<file path="config.mk">
export PLATFORM = sky130hd
export DESIGN_NAME = la_iocfg_loader_flat
export DESIGN_NICKNAME = d
export VERILOG_FILES = /design/src/rtl/la_iocfg_loader_pkg.sv /design/src/rtl/la_iocfg_loader_if.sv /design/src/rtl/la_iocfg_loader_chain.sv /design/src/rtl/la_iocfg_loader.sv /design/src/flat_wrapper.sv
export SDC_FILE = /design/constraint.sdc
export NUM_CORES = 1
export LEC_CHECK = 0
export CAP_MARGIN = 0
export CORE_UTILIZATION = 40
export CTS_CLUSTER_DIAMETER = 30
export DETAILED_ROUTE_END_ITERATION = 6
export MAX_ROUTING_LAYER = met4
export PLACE_DENSITY_LB_ADDON = 0.15
export SLEW_MARGIN = 20
export SYNTH_ARGS = -nofsm -noshare
export SYNTH_HDL_FRONTEND = slang
export SYNTH_SLANG_ARGS = --single-unit
</file>
<file path="constraint.sdc">
create_clock -name clk -period 5.1 [get_ports clk]
set_input_delay 1.53 -clock clk [delete_from_list [all_inputs] [get_ports clk]]
set_output_delay 1.53 -clock clk [all_outputs]
set_load 0.02 [all_outputs]
</file>
<file path="src/rtl/la_iocfg_loader_pkg.sv">
// -----------------------------------------------------------------------------
// la_iocfg_pkg
// Shared definitions for the padring configuration loader:
//   - commit FSM state encoding (IDLE / QUIESCE / APPLY)
//   - per-pin record field offsets inside the shadow chain
//   - helpers that size the record, the whole chain and the bit counter
// No ports; imported by every design file of the loader.
// -----------------------------------------------------------------------------
package la_iocfg_pkg;

    typedef enum logic [1:0] {
        ST_IDLE    = 2'd0,
        ST_QUIESCE = 2'd1,
        ST_APPLY   = 2'd2
    } state_t;

    // Field offsets inside one pin record {cfg, oe, ie}
    localparam int IE_BIT  = 0;
    localparam int OE_BIT  = 1;
    localparam int CFG_LSB = 2;

    function automatic int recWidth(input int cfgw);
        return cfgw + 2;
    endfunction

    function automatic int chainLen(input int npins, input int cfgw);
        return npins * recWidth(cfgw);
    endfunction

    // The counter must reach LEN+1 so that an overshift stays distinguishable
    function automatic int countWidth(input int npins, input int cfgw);
        return $clog2(chainLen(npins, cfgw) + 2);
    endfunction

endpackage

</file>
<file path="src/rtl/la_iocfg_loader_if.sv">
// -----------------------------------------------------------------------------
// la_iocfg_if
// Bundle between a configuration source (master) and the loader (slave).
//   shift_en, sdi, update, capture : source -> loader
//   sdo, busy, done, err           : loader -> source
//   ie, oe (NPINS), cfg (NPINS*CFGW): loader -> pads (read on master side)
// -----------------------------------------------------------------------------
interface la_iocfg_if #(
    parameter int NPINS = 4,
    parameter int CFGW  = 8
);
    logic                    shift_en;
    logic                    sdi;
    logic                    sdo;
    logic                    update;
    logic                    capture;
    logic                    busy;
    logic                    done;
    logic                    err;
    logic [NPINS-1:0]        ie;
    logic [NPINS-1:0]        oe;
    logic [NPINS*CFGW-1:0]   cfg;

    modport master (
        output shift_en, sdi, update, capture,
        input  sdo, busy, done, err, ie, oe, cfg
    );

    modport slave (
        input  shift_en, sdi, update, capture,
        output sdo, busy, done, err, ie, oe, cfg
    );
endinterface

</file>
<file path="src/rtl/la_iocfg_loader_chain.sv">
// -----------------------------------------------------------------------------
// la_iocfg_chain
// Shadow shift register with its saturating bit counter and capture mux.
// Ports:
//   clk, reset   : clock, asynchronous active-high reset
//   i_shift      : shift one bit in at the MSB (LSB leaves first)
//   i_sdi        : serial data in
//   i_capture    : load i_active into the shadow and mark the chain full
//   i_clear      : zero the bit counter (bad update or completed commit)
//   i_active     : packed active records, same layout as the shadow
//   o_shadow     : current shadow contents
//   o_count      : bits shifted since the last clear, saturating at LEN+1
// The controller guarantees the control inputs are only raised when legal.
// -----------------------------------------------------------------------------
module la_iocfg_chain
    import la_iocfg_pkg::*;
#(
    parameter int NPINS = 4,
    parameter int CFGW  = 8
) (
    input  logic                                   clk,
    input  logic                                   reset,
    input  logic                                   i_shift,
    input  logic                                   i_sdi,
    input  logic                                   i_capture,
    input  logic                                   i_clear,
    input  logic [chainLen(NPINS, CFGW)-1:0]       i_active,
    output logic [chainLen(NPINS, CFGW)-1:0]       o_shadow,
    output logic [countWidth(NPINS, CFGW)-1:0]     o_count
);

    localparam int LEN  = chainLen(NPINS, CFGW);
    localparam int CNTW = countWidth(NPINS, CFGW);
    localparam logic [CNTW-1:0] CNT_LEN = CNTW'(LEN);
    localparam logic [CNTW-1:0] CNT_SAT = CNTW'(LEN + 1);

    logic [LEN-1:0]  r_shadow;
    logic [CNTW-1:0] r_count;

    // Clearing only touches the counter; the shadow keeps its last image so
    // a failed update leaves sdo readable.
    always_ff @(posedge clk or posedge reset) begin
        if (reset) begin
            r_shadow <= '0;
            r_count  <= '0;
        end else if (i_clear) begin
            r_count <= '0;
        end else if (i_capture) begin
            r_shadow <= i_active;
            r_count  <= CNT_LEN;
        end else if (i_shift) begin
            r_shadow <= {i_sdi, r_shadow[LEN-1:1]};
            if (r_count != CNT_SAT) begin
                r_count <= r_count + CNTW'(1);
            end
        end
    end

    assign o_shadow = r_shadow;
    assign o_count  = r_count;

endmodule

</file>
<file path="src/rtl/la_iocfg_loader.sv">
// -----------------------------------------------------------------------------
// la_iocfg_loader
// Serial loader for per-pin ie/oe/cfg pad controls with break-before-make
// commits: changed pins have oe forced low for HOLDCYC cycles before the new
// records become active.
// Ports:
//   clk, reset : clock, asynchronous active-high reset
//   bus        : la_iocfg_if slave (shift_en, sdi, sdo, update, capture,
//                busy, done, err, ie, oe, cfg)
// Parameters: NPINS, CFGW, HOLDCYC (>=1)
// Build option: LA_IOCFG_READBACK_EN enables capture of the active records
// into the shadow chain; without it capture is ignored.
// -----------------------------------------------------------------------------
module la_iocfg_loader
    import la_iocfg_pkg::*;
#(
    parameter int NPINS   = 4,
    parameter int CFGW    = 8,
    parameter int HOLDCYC = 2
) (
    input  logic        clk,
    input  logic        reset,
    la_iocfg_if.slave   bus
);

    localparam int RECW  = recWidth(CFGW);
    localparam int LEN   = chainLen(NPINS, CFGW);
    localparam int CNTW  = countWidth(NPINS, CFGW);
    localparam int HOLDW = $clog2(HOLDCYC + 1);

    state_t                 r_state;
    logic [HOLDW-1:0]       r_hold;
    logic [NPINS-1:0]       r_mask;
    logic [NPINS-1:0]       r_ie;
    logic [NPINS-1:0]       r_oe;
    logic [NPINS*CFGW-1:0]  r_cfg;
    logic                   r_busy;
    logic                   r_done;
    logic                   r_err;

    logic [LEN-1:0]         w_shadow;
    logic [CNTW-1:0]        w_count;
    logic [LEN-1:0]         w_activeRec;
    logic [NPINS-1:0]       w_diff;
    logic [NPINS-1:0]       w_newIe;
    logic [NPINS-1:0]       w_newOe;
    logic [NPINS*CFGW-1:0]  w_newCfg;
    logic                   w_idle;
    logic                   w_countOk;
    logic                   w_shift;
    logic                   w_clear;
    logic                   w_capture;

    // Pack the active registers into chain layout, unpack the shadow into
    // pad fields, and flag every pin whose record is about to change.
    always_comb begin
        w_activeRec = '0;
        w_diff      = '0;
        w_newIe     = '0;
        w_newOe     = '0;
        w_newCfg    = '0;
        for (int p = 0; p < NPINS; p++) begin
            w_activeRec[p*RECW + IE_BIT]           = r_ie[p];
            w_activeRec[p*RECW + OE_BIT]           = r_oe[p];
            w_activeRec[p*RECW + CFG_LSB +: CFGW]  = r_cfg[p*CFGW +: CFGW];
            w_newIe[p]                             = w_shadow[p*RECW + IE_BIT];
            w_newOe[p]                             = w_shadow[p*RECW + OE_BIT];
            w_newCfg[p*CFGW +: CFGW]               = w_shadow[p*RECW + CFG_LSB +: CFGW];
            w_diff[p] = (w_shadow[p*RECW +: RECW] != w_activeRec[p*RECW +: RECW]);
        end
    end

    // Update has priority over shift and capture; nothing touches the shadow
    // outside IDLE, so the image being committed is frozen.
    assign w_idle    = (r_state == ST_IDLE);
    assign w_countOk = (w_count == CNTW'(LEN));
    assign w_shift   = w_idle & bus.shift_en & ~bus.update;
    assign w_clear   = (w_idle & bus.update & ~w_countOk) | (r_state == ST_APPLY);

`ifdef LA_IOCFG_READBACK_EN
    assign w_capture = w_idle & bus.capture & ~bus.update;
`else
    logic w_unusedCapture;
    assign w_capture       = 1'b0;
    assign w_unusedCapture = bus.capture;
`endif

    la_iocfg_chain #(
        .NPINS (NPINS),
        .CFGW  (CFGW)
    ) u_chain (
        .clk       (clk),
        .reset     (reset),
        .i_shift   (w_shift),
        .i_sdi     (bus.sdi),
        .i_capture (w_capture),
        .i_clear   (w_clear),
        .i_active  (w_activeRec),
        .o_shadow  (w_shadow),
        .o_count   (w_count)
    );

    // Commit FSM: mask changed pins, hold for HOLDCYC cycles, then apply the
    // whole shadow in one edge so a partial commit is never visible.
    always_ff @(posedge clk or posedge reset) begin
        if (reset) begin
            r_state <= ST_IDLE;
            r_hold  <= '0;
            r_mask  <= '0;
            r_ie    <= '1;
            r_oe    <= '0;
            r_cfg   <= '0;
            r_busy  <= 1'b0;
            r_done  <= 1'b0;
            r_err   <= 1'b0;
        end else begin
            r_done <= 1'b0;
            case (r_state)
                ST_IDLE: begin
                    if (bus.update) begin
                        if (w_countOk) begin
                            r_state <= ST_QUIESCE;
                            r_mask  <= w_diff;
                            r_hold  <= HOLDW'(HOLDCYC - 1);
                            r_busy  <= 1'b1;
                        end else begin
                            r_err <= 1'b1;
                        end
                    end
                end
                ST_QUIESCE: begin
                    if (r_hold == '0) begin
                        r_state <= ST_APPLY;
                    end else begin
                        r_hold <= r_hold - HOLDW'(1);
                    end
                end
                ST_APPLY: begin
                    r_ie    <= w_newIe;
                    r_oe    <= w_newOe;
                    r_cfg   <= w_newCfg;
                    r_mask  <= '0;
                    r_err   <= 1'b0;
                    r_done  <= 1'b1;
                    r_busy  <= 1'b0;
                    r_state <= ST_IDLE;
                end
                default: begin
                    r_state <= ST_IDLE;
                    r_busy  <= 1'b0;
                    r_mask  <= '0;
                end
            endcase
        end
    end

    assign bus.sdo  = w_shadow[0];
    assign bus.busy = r_busy;
    assign bus.done = r_done;
    assign bus.err  = r_err;
    assign bus.ie   = r_ie;
    assign bus.oe   = r_oe & ~r_mask;
    assign bus.cfg  = r_cfg;

endmodule

</file>
<file path="src/flat_wrapper.sv">
// flat-port wrapper written by rule: the top's interface ports become plain ports
module la_iocfg_loader_flat import la_iocfg_pkg::*;
#(
    parameter int NPINS   = 4,
    parameter int CFGW    = 8,
    parameter int HOLDCYC = 2
)
  (clk, reset, bus_shift_en, bus_sdi, bus_update, bus_capture, bus_sdo, bus_busy, bus_done, bus_err, bus_ie, bus_oe, bus_cfg);
  la_iocfg_if #(.NPINS(NPINS), .CFGW(CFGW)) bus_i ();
  input  logic clk;
  input  logic reset;
  input wire logic [$bits(bus_i.shift_en)-1:0] bus_shift_en;
  input wire logic [$bits(bus_i.sdi)-1:0] bus_sdi;
  input wire logic [$bits(bus_i.update)-1:0] bus_update;
  input wire logic [$bits(bus_i.capture)-1:0] bus_capture;
  output wire logic [$bits(bus_i.sdo)-1:0] bus_sdo;
  output wire logic [$bits(bus_i.busy)-1:0] bus_busy;
  output wire logic [$bits(bus_i.done)-1:0] bus_done;
  output wire logic [$bits(bus_i.err)-1:0] bus_err;
  output wire logic [$bits(bus_i.ie)-1:0] bus_ie;
  output wire logic [$bits(bus_i.oe)-1:0] bus_oe;
  output wire logic [$bits(bus_i.cfg)-1:0] bus_cfg;
  assign bus_i.shift_en = bus_shift_en;
  assign bus_i.sdi = bus_sdi;
  assign bus_i.update = bus_update;
  assign bus_i.capture = bus_capture;
  assign bus_sdo = bus_i.sdo;
  assign bus_busy = bus_i.busy;
  assign bus_done = bus_i.done;
  assign bus_err = bus_i.err;
  assign bus_ie = bus_i.ie;
  assign bus_oe = bus_i.oe;
  assign bus_cfg = bus_i.cfg;
  la_iocfg_loader #(.NPINS(NPINS), .CFGW(CFGW), .HOLDCYC(HOLDCYC)) u_core (.clk(clk), .reset(reset), .bus(bus_i));
endmodule
</file>
==> report_table.html <==
<table>
<tr><th>Metric</th><th>Value</th></tr>
<tr><th colspan="2">Timing</th></tr>
<tr><td>Worst max-slew margin expressed relative to the limit</td><td>0.375</td></tr>
<tr><td>Fin. Hold Viols</td><td>0</td></tr>
<tr><td>Min Hold Slack</td><td>0.480 ns</td></tr>
<tr><td>Fmax</td><td>299 MHz</td></tr>
<tr><td>Share of the clock period used by the worst path after layout</td><td>0.656</td></tr>
<tr><td>Max-slew violations</td><td>0</td></tr>
<tr><td>Final-report setup violation count</td><td>0</td></tr>
<tr><td>Setup repair after global routing missed its margin</td><td>no</td></tr>
<tr><td>Final critical-path required period</td><td>3.35 ns</td></tr>
<tr><td>Final Skew</td><td>0.0101 ns</td></tr>
<tr><td>Sum of negative setup slack</td><td>0 ns</td></tr>
<tr><td>Slew at the pin closest to its max-slew limit</td><td>0.938 ns</td></tr>
<tr><th colspan="2">Clock tree</th></tr>
<tr><td>Max clock buf depth</td><td>2</td></tr>
<tr><td>Clock slew at reported path FFs</td><td>0.09 ns</td></tr>
<tr><td>Clock tree from TritonCTS</td><td>built</td></tr>
<tr><td># clock sinks</td><td>97</td></tr>
<tr><td>Clock buffer count from CTS</td><td>9</td></tr>
<tr><td>Number of hold buffers added after cts</td><td>0</td></tr>
<tr><td>Worst-Skew Late Latency</td><td>0.37 ns</td></tr>
<tr><td>Postcts setup bufs</td><td>0</td></tr>
<tr><td>H-tree lvl count</td><td>3</td></tr>
<tr><td>Number of gates resized after cts</td><td>0</td></tr>
<tr><td>Master cell of the clock root buffer</td><td>clkbuf_8</td></tr>
<tr><th colspan="2">Synth</th></tr>
<tr><td>Synth Instances</td><td>388</td></tr>
<tr><td>Cell types with the largest area share after synthesis</td><td>dfrtp_1 (55%), nand2_1 (11%), mux2_2 (11%), xnor2_1 (8.5%), dfstp_2 (2.5%)</td></tr>
<tr><td>Dominant register cell in the synthesized netlist</td><td>dfrtp_1</td></tr>
<tr><td>Post-synth top area cell</td><td>dfrtp_1</td></tr>
<tr><td>Average cell area after synthesis</td><td>10.9 um2</td></tr>
<tr><td>Yosys top cell area share</td><td>0.550</td></tr>
<tr><td>Syn. warnings</td><td>0</td></tr>
<tr><td>Number of enable flip-flop cells after synthesis</td><td>0</td></tr>
<tr><td>Net count of the mapped netlist</td><td>398</td></tr>
<tr><td>Asr flop ratio synth</td><td>1.00</td></tr>
<tr><td>Top post-synthesis cells by count</td><td>nand2_1 (128), dfrtp_1 (93), xnor2_1 (41)</td></tr>
<tr><td>Count leader, synth</td><td>nand2_1</td></tr>
<tr><td>Post-synthesis sequential area ratio</td><td>0.575</td></tr>
<tr><td>Count of state elements after synthesis</td><td>97</td></tr>
<tr><td>Distinct cell type count after synthesis</td><td>32</td></tr>
<tr><td>Synthesized area</td><td>4230 um2</td></tr>
<tr><th colspan="2">Worst hold path</th></tr>
<tr><td>Worst hold-check path type</td><td>flop to flop</td></tr>
<tr><td>Worst Hold Endpoint</td><td>u_core.bus.ie[1]</td></tr>
<tr><td>Startpoint of the lowest-slack hold path</td><td>u_core.bus.ie[1]</td></tr>
<tr><td>Min-Delay Path Depth</td><td>2</td></tr>
<tr><th colspan="2">Placement</th></tr>
<tr><td>Final weighted congestion in routability-driven placement</td><td>0.727</td></tr>
<tr><td>HPWL after detailed placement</td><td>5260 um</td></tr>
<tr><td>Post-Place Cells</td><td>563</td></tr>
<tr><td>Total of buffers placed on input and output ports</td><td>48</td></tr>
<tr><td>Placed cell areas</td><td>4880 um2</td></tr>
<tr><th colspan="2">Die</th></tr>
<tr><td>Die height</td><td>105 um</td></tr>
<tr><td>Effective utilization at floorplan</td><td>0.412</td></tr>
<tr><td>Floorplan Core Area</td><td>10300 um2</td></tr>
<tr><td>Horizontal die dimension</td><td>105 um</td></tr>
<tr><td>Full die area</td><td>11000 um2</td></tr>
<tr><td>Number of placed I/O pins</td><td>50</td></tr>
<tr><td>Count of standard-cell rows</td><td>37</td></tr>
<tr><th colspan="2">GRT</th></tr>
<tr><td>Global route total overflow</td><td>0</td></tr>
<tr><td>Wire length of the first global-routing pass</td><td>14100 um</td></tr>
<tr><td>Pin count of the biggest net entering global routing</td><td>52</td></tr>
<tr><td>Initial antenna violation count</td><td>0</td></tr>
<tr><td>Vias in the first global route</td><td>2724</td></tr>
<tr><td>All-Layer GR Usage</td><td>0.173</td></tr>
<tr><th colspan="2">Pwr</th></tr>
<tr><td>Switching portion of total power</td><td>0.249</td></tr>
<tr><td>Clock network power share</td><td>0.344</td></tr>
<tr><td>Power density over the cells</td><td>314 nW/um2</td></tr>
<tr><td>Power share of the combinational group</td><td>0.102</td></tr>
<tr><td>Highest ir drop seen on vdd</td><td>0.167 mV</td></tr>
<tr><td>Internal power</td><td>1.20 mW</td></tr>
<tr><td>Reported leakage power</td><td>2.39 nW</td></tr>
<tr><td>Sequential power share</td><td>0.555</td></tr>
<tr><td>Switching pwr</td><td>0.399 mW</td></tr>
<tr><th colspan="2">Critical path</th></tr>
<tr><td>Worst-case register-to-register setup slack</td><td>2.71 ns</td></tr>
<tr><td>Type of element capturing the critical path</td><td>flop</td></tr>
<tr><td>Reg2reg path depth</td><td>6</td></tr>
<tr><td>RR Startpoint</td><td>u_core.r_state[1]</td></tr>
<tr><td>Kind of launch point of the worst setup path</td><td>input port</td></tr>
<tr><td>Crit-path max FO</td><td>6</td></tr>
<tr><td>Type of the worst setup path</td><td>input port to flop</td></tr>
<tr><td>Required time of the critical path</td><td>5.34 ns</td></tr>
<tr><td>Arrival @ worst endpoint</td><td>3.59 ns</td></tr>
<tr><td>Reg-to-Reg End</td><td>u_core.bus.cfg[11]</td></tr>
<tr><th colspan="2">Cells and area</th></tr>
<tr><td>Antenna diode count</td><td>0</td></tr>
<tr><td>Total of fill cells in the finished design</td><td>1005</td></tr>
<tr><td>Share of cells above drive strength 1</td><td>0.158</td></tr>
<tr><td>Synth-to-layout area growth</td><td>20.5%</td></tr>
<tr><td>Final design area excluding fillers</td><td>5100 um2</td></tr>
<tr><td>Fin nets</td><td>448</td></tr>
<tr><td>Non-filler cells in the finished layout</td><td>579</td></tr>
<tr><th colspan="2">Drt</th></tr>
<tr><td>Total number of vias</td><td>2789</td></tr>
<tr><td>Average wire per cell in the routed design</td><td>14.3 um</td></tr>
<tr><td>Remaining DRCs</td><td>0</td></tr>
<tr><td>Wire length after detailed routing</td><td>8300 um</td></tr>
<tr><td>Routed via count divided by cell count</td><td>4.82</td></tr>
<tr><td>Violation count after the first detailed-route iteration</td><td>125</td></tr>
<tr><td>Router iterations before antenna repair</td><td>4</td></tr>
<tr><td>Antenna Violating Nets Remaining</td><td>0</td></tr>
<tr><th colspan="2">Job</th></tr>
<tr><td>Max capacitance violation total</td><td>0</td></tr>
<tr><th colspan="2">Run status</th></tr>
<tr><td>Result of the run</td><td>finished clean</td></tr>
</table>
[power groups by stage]
stage | clock network [mW] | registers [mW] | logic, mW
after floorplan | 0 | 0.887 | 0.136
after global placement | 0 | 0.902 | 0.163
after detailed placement | 0 | 0.904 | 0.165
after CTS | 0.565 | 0.889 | 0.166
after global routing | 0.598 | 0.900 | 0.180
final | 0.550 | 0.888 | 0.163
[state kept, by name, indices dropped and copies added (netlist names)]
signal,cells
u_core.u_chain.o_shadow,40
u_core.bus.cfg,32
u_core.u_chain.o_count,6
u_core.bus.ie,4
u_core.r_mask,4
u_core.r_oe,4
u_core.r_hold,2
u_core.r_state,2
u_core.bus.busy,1
u_core.bus.done,1
u_core.bus.err,1
[cell usage in the layout (no fill, tap or decap), types with 3 or more instances in the layout]
cell type	netlist	layout
nand2_1	128	128
dfrtp_1	93	93
clkdlybuf4s50_1	0	48
xnor2_1	41	41
mux2_2	40	40
clkbuf_8	0	13
nand4_1	10	10
inv_1	7	6
nor2_1	6	6
nor2b_1	5	5
buf_4	1	5
a21oi_1	4	4
a31oi_1	4	4
nor4_1	4	4
nor3_1	4	4
ha_1	4	4
dfstp_2	4	4
xor2_1	3	3
[per-stage QoR]
stage	setup slack, ns	utilization	total power [mW]
2_1_floorplan	1.04	-	1.02
3_3_place_gp	1.40	0.475	1.07
3_5_place_dp	1.38	0.475	1.07
4_1_cts	1.76	0.496	1.62
5_1_grt	1.59	0.496	1.68
6_report	1.75	0.496	1.60
[logic make-up (layout without fill, tap and decap cells)]
kind of cell | count (synthesis) | after routing | share of synthesized area
flip-flops | 97 | 97 | 0.575
adder cells (fa/ha/maj) | 4 | 4 | 0.0118
AND/OR/NAND/NOR | 166 | 166 | 0.170
XOR/XNOR | 44 | 44 | 0.0910
multiplexers | 41 | 41 | 0.109
buffers and inverters | 23 | 78 | 0.0225
AO/OA/AOI/OAI | 13 | 13 | 0.0213
[critical path, stage by stage]
cell and delay [ns]:
clkdlybuf4s50_1 0.54, nor2b_1 0.48, nand3_1 0.44, nor4_1 0.51, nor3_1 0.08
[per-layer routing]
metal | part of all wire | routed length [um] | GRT usage
met1 | 0.52 | 4290 | 0.245
met2 | 0.44 | 3660 | 0.240
met3 | 0.021 | 176 | 0.0262
met4 | 0.020 | 167 | 0.0875
met5 | 0 | 0 | -
[worst max-delay path by stage]
| stage | start | end | slack [ns] |
|---|---|---|---|
| after floorplan | reset | u_core.bus.busy | 1.04 |
| after global placement | bus_update | u_core.r_mask[1] | 1.40 |
| after detailed placement | bus_update | u_core.r_mask[1] | 1.38 |
| after CTS | bus_update | u_core.r_mask[1] | 1.76 |
| after global routing | bus_update | u_core.r_mask[1] | 1.59 |
| final | bus_update | u_core.r_mask[1] | 1.75 |
[final cells by class]
| class | instances | area, um2 | share of cell area |
|---|---|---|---|
| sequential | 97 | 2430 | 0.477 |
| multi-input combinational | 268 | 1710 | 0.334 |
| timing repair buffer | 54 | 538 | 0.105 |
| clock buffer | 13 | 179 | 0.0351 |
| tap | 136 | 170 | 0.0333 |
| clock inverter | 3 | 46.3 | 0.00907 |
| inverter | 8 | 31.3 | 0.00613 |
(Power assumes the default switching activity.)
